`src/rtl/food_placer_ctrl_pkg.sv`:
```
// Grid constants, state encodings and shared cell type for snake food placement.
// Grid size and retry default may be overridden by pre-defining the macros.
`ifndef GRID_WIDTH
`define GRID_WIDTH 10
`endif
`ifndef GRID_HEIGHT
`define GRID_HEIGHT 6
`endif
`ifndef FOOD_MAX_TRIES
`define FOOD_MAX_TRIES 8
`endif
`ifndef FP_IDLE
`define FP_IDLE     3'd0
`define FP_QUERY    3'd1
`define FP_RESAMPLE 3'd2
`define FP_SCAN     3'd3
`define FP_COMMIT   3'd4
`define FP_FULL     3'd5
`endif

package food_placer_ctrl_pkg;

    localparam int unsigned GRID_W = `GRID_WIDTH;
    localparam int unsigned GRID_H = `GRID_HEIGHT;
    localparam int unsigned CELLS  = GRID_W * GRID_H;
    localparam int unsigned XW     = $clog2(GRID_W);
    localparam int unsigned YW     = $clog2(GRID_H);
    localparam int unsigned SW     = $clog2(CELLS + 1);
    localparam int unsigned TW     = 8;

    typedef enum logic [2:0] {
        S_IDLE     = `FP_IDLE,
        S_QUERY    = `FP_QUERY,
        S_RESAMPLE = `FP_RESAMPLE,
        S_SCAN     = `FP_SCAN,
        S_COMMIT   = `FP_COMMIT,
        S_FULL     = `FP_FULL
    } fp_state_e;

    typedef struct packed {
        logic [XW-1:0] x;
        logic [YW-1:0] y;
    } cell_t;

    // True when the cell lies on the playable grid.
    function automatic logic in_grid(input cell_t c);
        return (c.x <= XW'(GRID_W - 1)) && (c.y <= YW'(GRID_H - 1));
    endfunction

endpackage

```
`src/rtl/food_raster_step.sv`:
```
// Next cell in raster order with x/y wrap; off-grid cells restart at (0,0).
module food_raster_step
    import food_placer_ctrl_pkg::*;
(
    input  cell_t cur,
    output cell_t next_c
);

    always_comb begin
        next_c = '0;
        if (in_grid(cur)) begin
            if (cur.x == XW'(GRID_W - 1)) begin
                next_c.x = '0;
                next_c.y = (cur.y == YW'(GRID_H - 1)) ? '0 : cur.y + YW'(1);
            end else begin
                next_c.x = cur.x + XW'(1);
                next_c.y = cur.y;
            end
        end
    end

endmodule

```
`src/rtl/food_placer_ctrl.sv`:
```
// Food placement sequencer: random candidate retries, then raster-scan fallback.
// Optional FOOD_PLACE_STATS_EN adds LastTries/ScanCycles placement statistics.
module food_placer_ctrl
    import food_placer_ctrl_pkg::*;
#(
    parameter int unsigned MAX_TRIES = `FOOD_MAX_TRIES
) (
    input  logic          Clock,
    input  logic          Reset_n,
    input  logic          PlaceReq,
    input  logic          ClearFood,
    input  logic [XW-1:0] CandX,
    input  logic [YW-1:0] CandY,
    output logic          OccReq,
    output logic [XW-1:0] OccX,
    output logic [YW-1:0] OccY,
    input  logic          OccAck,
    input  logic          OccHit,
    output logic [XW-1:0] FoodX,
    output logic [YW-1:0] FoodY,
    output logic          FoodValid,
    output logic          PlaceDone,
    output logic          GridFull,
    output logic          Busy
`ifdef FOOD_PLACE_STATS_EN
    ,
    output logic [7:0]    LastTries,
    output logic [15:0]   ScanCycles
`endif
);

    fp_state_e       state, state_d;
    cell_t           query, query_d;
    cell_t           food, food_d;
    cell_t           step_c;
    cell_t           cand_c;
    logic [TW-1:0]   tries, tries_d;
    logic [SW-1:0]   scan, scan_d;
    logic            food_valid_d, place_done_d, grid_full_d, occ_req_d, busy_d;
    logic            hit_c, free_c;

    food_raster_step u_step (
        .cur    (query),
        .next_c (step_c)
    );

    assign cand_c = '{x: CandX, y: CandY};
    assign OccX   = query.x;
    assign OccY   = query.y;
    assign FoodX  = food.x;
    assign FoodY  = food.y;

    // Off-grid cells count as occupied without waiting on the body store.
    assign hit_c  = !in_grid(query) || (OccAck && OccHit);
    assign free_c = in_grid(query) && OccAck && !OccHit;

    always_comb begin
        state_d      = state;
        query_d      = query;
        tries_d      = tries;
        scan_d       = scan;
        food_d       = food;
        food_valid_d = FoodValid;
        grid_full_d  = GridFull;
        place_done_d = 1'b0;

        case (state)
            S_IDLE: begin
                if (PlaceReq) begin
                    query_d     = cand_c;
                    tries_d     = TW'(1);
                    scan_d      = '0;
                    grid_full_d = 1'b0;
                    if (ClearFood) food_valid_d = 1'b0;
                    state_d     = S_QUERY;
                end else if (ClearFood) begin
                    food_valid_d = 1'b0;
                end
            end
            S_QUERY: begin
                if (hit_c) begin
                    if (tries < TW'(MAX_TRIES)) begin
                        state_d = S_RESAMPLE;
                    end else begin
                        scan_d  = SW'(1);
                        query_d = step_c;
                        state_d = S_SCAN;
                    end
                end else if (free_c) begin
                    state_d = S_COMMIT;
                end
            end
            S_RESAMPLE: begin
                query_d = cand_c;
                tries_d = tries + TW'(1);
                state_d = S_QUERY;
            end
            S_SCAN: begin
                if (free_c) begin
                    state_d = S_COMMIT;
                end else if (hit_c) begin
                    if (scan == SW'(CELLS)) begin
                        state_d = S_FULL;
                    end else begin
                        scan_d  = scan + SW'(1);
                        query_d = step_c;
                    end
                end
            end
            S_COMMIT: begin
                food_d       = query;
                food_valid_d = 1'b1;
                place_done_d = 1'b1;
                state_d      = S_IDLE;
            end
            S_FULL: begin
                grid_full_d  = 1'b1;
                food_valid_d = 1'b0;
                place_done_d = 1'b1;
                state_d      = S_IDLE;
            end
            default: state_d = S_IDLE;
        endcase

        occ_req_d = (state_d == S_QUERY) || ((state_d == S_SCAN) && in_grid(query_d));
        busy_d    = (state_d != S_IDLE);
    end

    always_ff @(posedge Clock or negedge Reset_n) begin
        if (!Reset_n) begin
            state     <= S_IDLE;
            query     <= '0;
            food      <= '0;
            tries     <= '0;
            scan      <= '0;
            FoodValid <= 1'b0;
            PlaceDone <= 1'b0;
            GridFull  <= 1'b0;
            OccReq    <= 1'b0;
            Busy      <= 1'b0;
        end else begin
            state     <= state_d;
            query     <= query_d;
            food      <= food_d;
            tries     <= tries_d;
            scan      <= scan_d;
            FoodValid <= food_valid_d;
            PlaceDone <= place_done_d;
            GridFull  <= grid_full_d;
            OccReq    <= occ_req_d;
            Busy      <= busy_d;
        end
    end

`ifdef FOOD_PLACE_STATS_EN
    logic [15:0] busy_cnt;

    // Busy-cycle count includes the final COMMIT/FULL cycle; scan path reports 0xFF tries.
    always_ff @(posedge Clock or negedge Reset_n) begin
        if (!Reset_n) begin
            busy_cnt   <= '0;
            LastTries  <= '0;
            ScanCycles <= '0;
        end else begin
            if (state == S_IDLE) begin
                if (PlaceReq) busy_cnt <= '0;
            end else if (busy_cnt != 16'hFFFF) begin
                busy_cnt <= busy_cnt + 16'd1;
            end
            if ((state == S_COMMIT) || (state == S_FULL)) begin
                LastTries  <= (scan != '0) ? 8'hFF : tries;
                ScanCycles <= (busy_cnt == 16'hFFFF) ? busy_cnt : busy_cnt + 16'd1;
            end
        end
    end
`endif

endmodule
```
`config.mk`:
```
export PLATFORM = sky130hd
export DESIGN_NAME = food_placer_ctrl
export DESIGN_NICKNAME = d
export VERILOG_FILES = /design/src/rtl/food_placer_ctrl_pkg.sv /design/src/rtl/food_raster_step.sv /design/src/rtl/food_placer_ctrl.sv
export SDC_FILE = /design/constraint.sdc
export NUM_CORES = 1
export LEC_CHECK = 0
export BUFFER_PORTS_ARGS = -buffer_cell sky130_fd_sc_hd__buf_2
export CAP_MARGIN = 5
export CORE_ASPECT_RATIO = 0.5
export CORE_MARGIN = 4
export CORE_UTILIZATION = 45
export DETAILED_ROUTE_END_ITERATION = 10
export GPL_TIMING_DRIVEN = 0
export PLACE_DENSITY = 0.64
export SYNTH_ARGS = -nofsm -noshare
export SYNTH_HDL_FRONTEND = slang
export SYNTH_SLANG_ARGS = --single-unit
```
`constraint.sdc`:
```
create_clock -name Clock -period 2.7 [get_ports Clock]
set_clock_uncertainty 0.15 [all_clocks]
set_input_delay 0.27 -clock Clock [delete_from_list [all_inputs] [get_ports Clock]]
set_output_delay 0.27 -clock Clock [all_outputs]
set_load 0.1 [all_outputs]
```
==> impl_metrics.yaml <==
status:
  outcome: "finished, final reports clean"
cts:
  worst_setup_hold_path_clk_slew_ns: 0.07
  post_cts_buffers: 0
  ctsHoldBuffers: 1
  post_cts_resized: 0
  cts_sinks: 36
  cts_tree: "done"
  clk_path_buf_depth: 2
  insertion_delay_ns: 0.29
  ctsRootBufferMaster: "clkbuf_8"
  htreeDepth: 2
  numCtsBuffers: 5
logic_synthesis:
  syn-num-nets: 231
  synth_area_sq_um: 2050
  yosysWarnings: 0
  synth.area.top_cells: "dfrtp_1 (44%), nand2_1 (4.0%), mux2_2 (3.8%)"
  synthTopCellsByCount: "dfrtp_1 (36), nand2_1 (22), nor2_1 (20)"
  synth.distinct_cells: 53
  yosysTopAreaCellShare: 0.439
  yosysSeqAreaShare: 0.439
  synth.avg_cell_area_sq_um: 9.55
  syn-instance-count: 215
  synthFlopType: "dfrtp_1"
  synth-edff-count: 0
  synth.most_common_cell: "dfrtp_1"
  synthArstFlopShare: 1.00
  yosysTopAreaCell: "dfrtp_1"
  synth_seq_cells: 36
placed_design:
  port_buffers: 31
  dp_hpwl_um: 3630
  gp_congestion: 0.903
global_routing:
  track_usage: 0.187
  grt_pass1_vias: 1800
  antenna_found_initial: 0
  grt_pass1_wl_um: 8830
  overflow: 0
  grt_max_degree: 37
sta:
  finalCriticalPeriod_ns: 2.16
  hold_viol_final: 0
  slew_viol_final: 0
  rsz0062_at_grt: "no"
  fin_setup_tns_ns: 0
  relSlewSlack: 0.455
  fin_crit_sh: 0.802
  worst_pin_slew_ns: 0.818
  timing.fmax_mhz: 462
  setup_viol_count_final: 0
setup_path:
  worst_setup_path_end_kind: "register"
  r2r_start: "OccX[1]"
  path_max_fanout: 10
  ff2ff_setup_slack_ns: 0.54
  critical_path_required_ns: 2.73
  cp.arrival_ns: 2.19
  critPathLaunchType: "register"
  reg2reg_depth: 7
  critPathKind: "register to register"
  cp-startpoint: "OccX[1]"
  r2r-end: "OccX[1]"
finish:
  drive_gt1_frac: 0.252
  fillers: 413
  multi_input_area_sq_um: 1050
  fin_util: 0.538
  area_growth_pct: 15.3
  insertedDiodeCount: 0
  register_area_sq_um: 901
  finalNetCount: 270
die:
  die_w_um: 104
  initial_core_util: 0.466
  die-height_um: 55.8
  io_pins: 32
  rows: 17
  fp.coreArea_sq_um: 4400
  die_area_sq_um: 5770
detailed_routing:
  num_vias: 1813
  wl_per_cell_um: 16.5
  ant_nets: 0
  drtIter0Drc: 80
  drt-total-wl_um: 5120
  drc_errors: 0
  first_pass_iters: 4
  viasPerCell: 5.83
min_path:
  whs_endpoint: "OccY[2]"
  hold_class: "primary input to register"
  hold_start: "CandY[2]"
  whs_path_depth: 2
flow_run:
  drv_cap: 0
-- critical path: stages, from the launching register on --
cell and delay (ns):
dfrtp_1 0.34, buf_2 0.21, o21ai_2 0.12, and3_1 0.20
buf_6 0.14, nor3_4 0.42, o21ai_2 0.16, a211o_1 0.32
-- cell usage in the layout (no fill, tap or decap), types with 2 or more instances in the layout --
cell       n
clkbuf_1   4
xnor2_1    4
buf_2     33
mux2_2     7
buf_6      5
inv_1      6
a211o_1    3
nor3_4     2
o21ai_1    3
or4_4      2
or3_1      2
ha_1       3
dfrtp_1   36
nand2_1   22
clkbuf_8   5
a31oi_1    4
nand4_1    9
nor3b_1    4
nand2b_1   2
o21a_1     3
nor4_1     4
a22o_1     2
a21oi_1    9
o21ai_2    2
nor3_1     2
o31ai_1    2
nand3_1   10
nor2_1    20
and3_1     3
o21ai_0   15
-- layer usage --
| layer | global-route usage | routed length, um |
|---|---|---|
| met5 | 0 | 0 |
| met4 | 0.0417 | 31 |
| met2 | 0.293 | 2250 |
| met3 | 0.0487 | 294 |
| met1 | 0.263 | 2540 |
-- flip-flops by register name, summed over array words and instances (netlist names) --
name	flops
scan	6
PlaceDone	1
GridFull	1
FoodValid	1
OccReq	1
FoodX	4
OccY	3
FoodY	3
tries	8
Busy	1
state	3
OccX	4
-- through the flow --
step                      instances  setup WS, ns  hold WS, ns  instance area [sq um]
after floorplan                 215        0.0471       -0.176                   2050
after global placement          303         0.598        0.243                   2280
after detailed placement        303         0.576        0.256                   2280
after CTS                       311         0.554       0.0675                   2370
after global routing            311         0.408       0.0815                   2370
final                           311         0.535       0.0704                   2370
-- layout make-up --
type,count,share of cell area
multi-input combinational,162,0.443
sequential,36,0.381
timing repair buffer,32,0.0698
buffer,10,0.0328
clock buffer,6,0.0307
tap,57,0.0301
inverter,7,0.0111
clock inverter,1,0.00211
-- worst max path at each step --
stage / to / depth (start not counted)
floorplan: OccY[2] / 7
global placement: OccX[1] / 7
detailed placement: OccX[1] / 7
CTS: OccX[1] / 7
global route: OccY[2] / 7
finish: OccX[1] / 7
-- cell families after synthesis --
kind of cell / Yosys count / synth area share
AOI/OAI and AO/OA: 53 / 0.171
xor gates and xnor gates: 5 / 0.0213
adders and majority gates: 3 / 0.0183
buffers and inverters: 17 / 0.0506
DFF: 36 / 0.439
muxes: 7 / 0.0384
and+or+nand+nor: 94 / 0.262
Power is left out: the tool's default activity adds up to more than one toggle a clock period on the data nets, which glitch-free logic cannot reach.
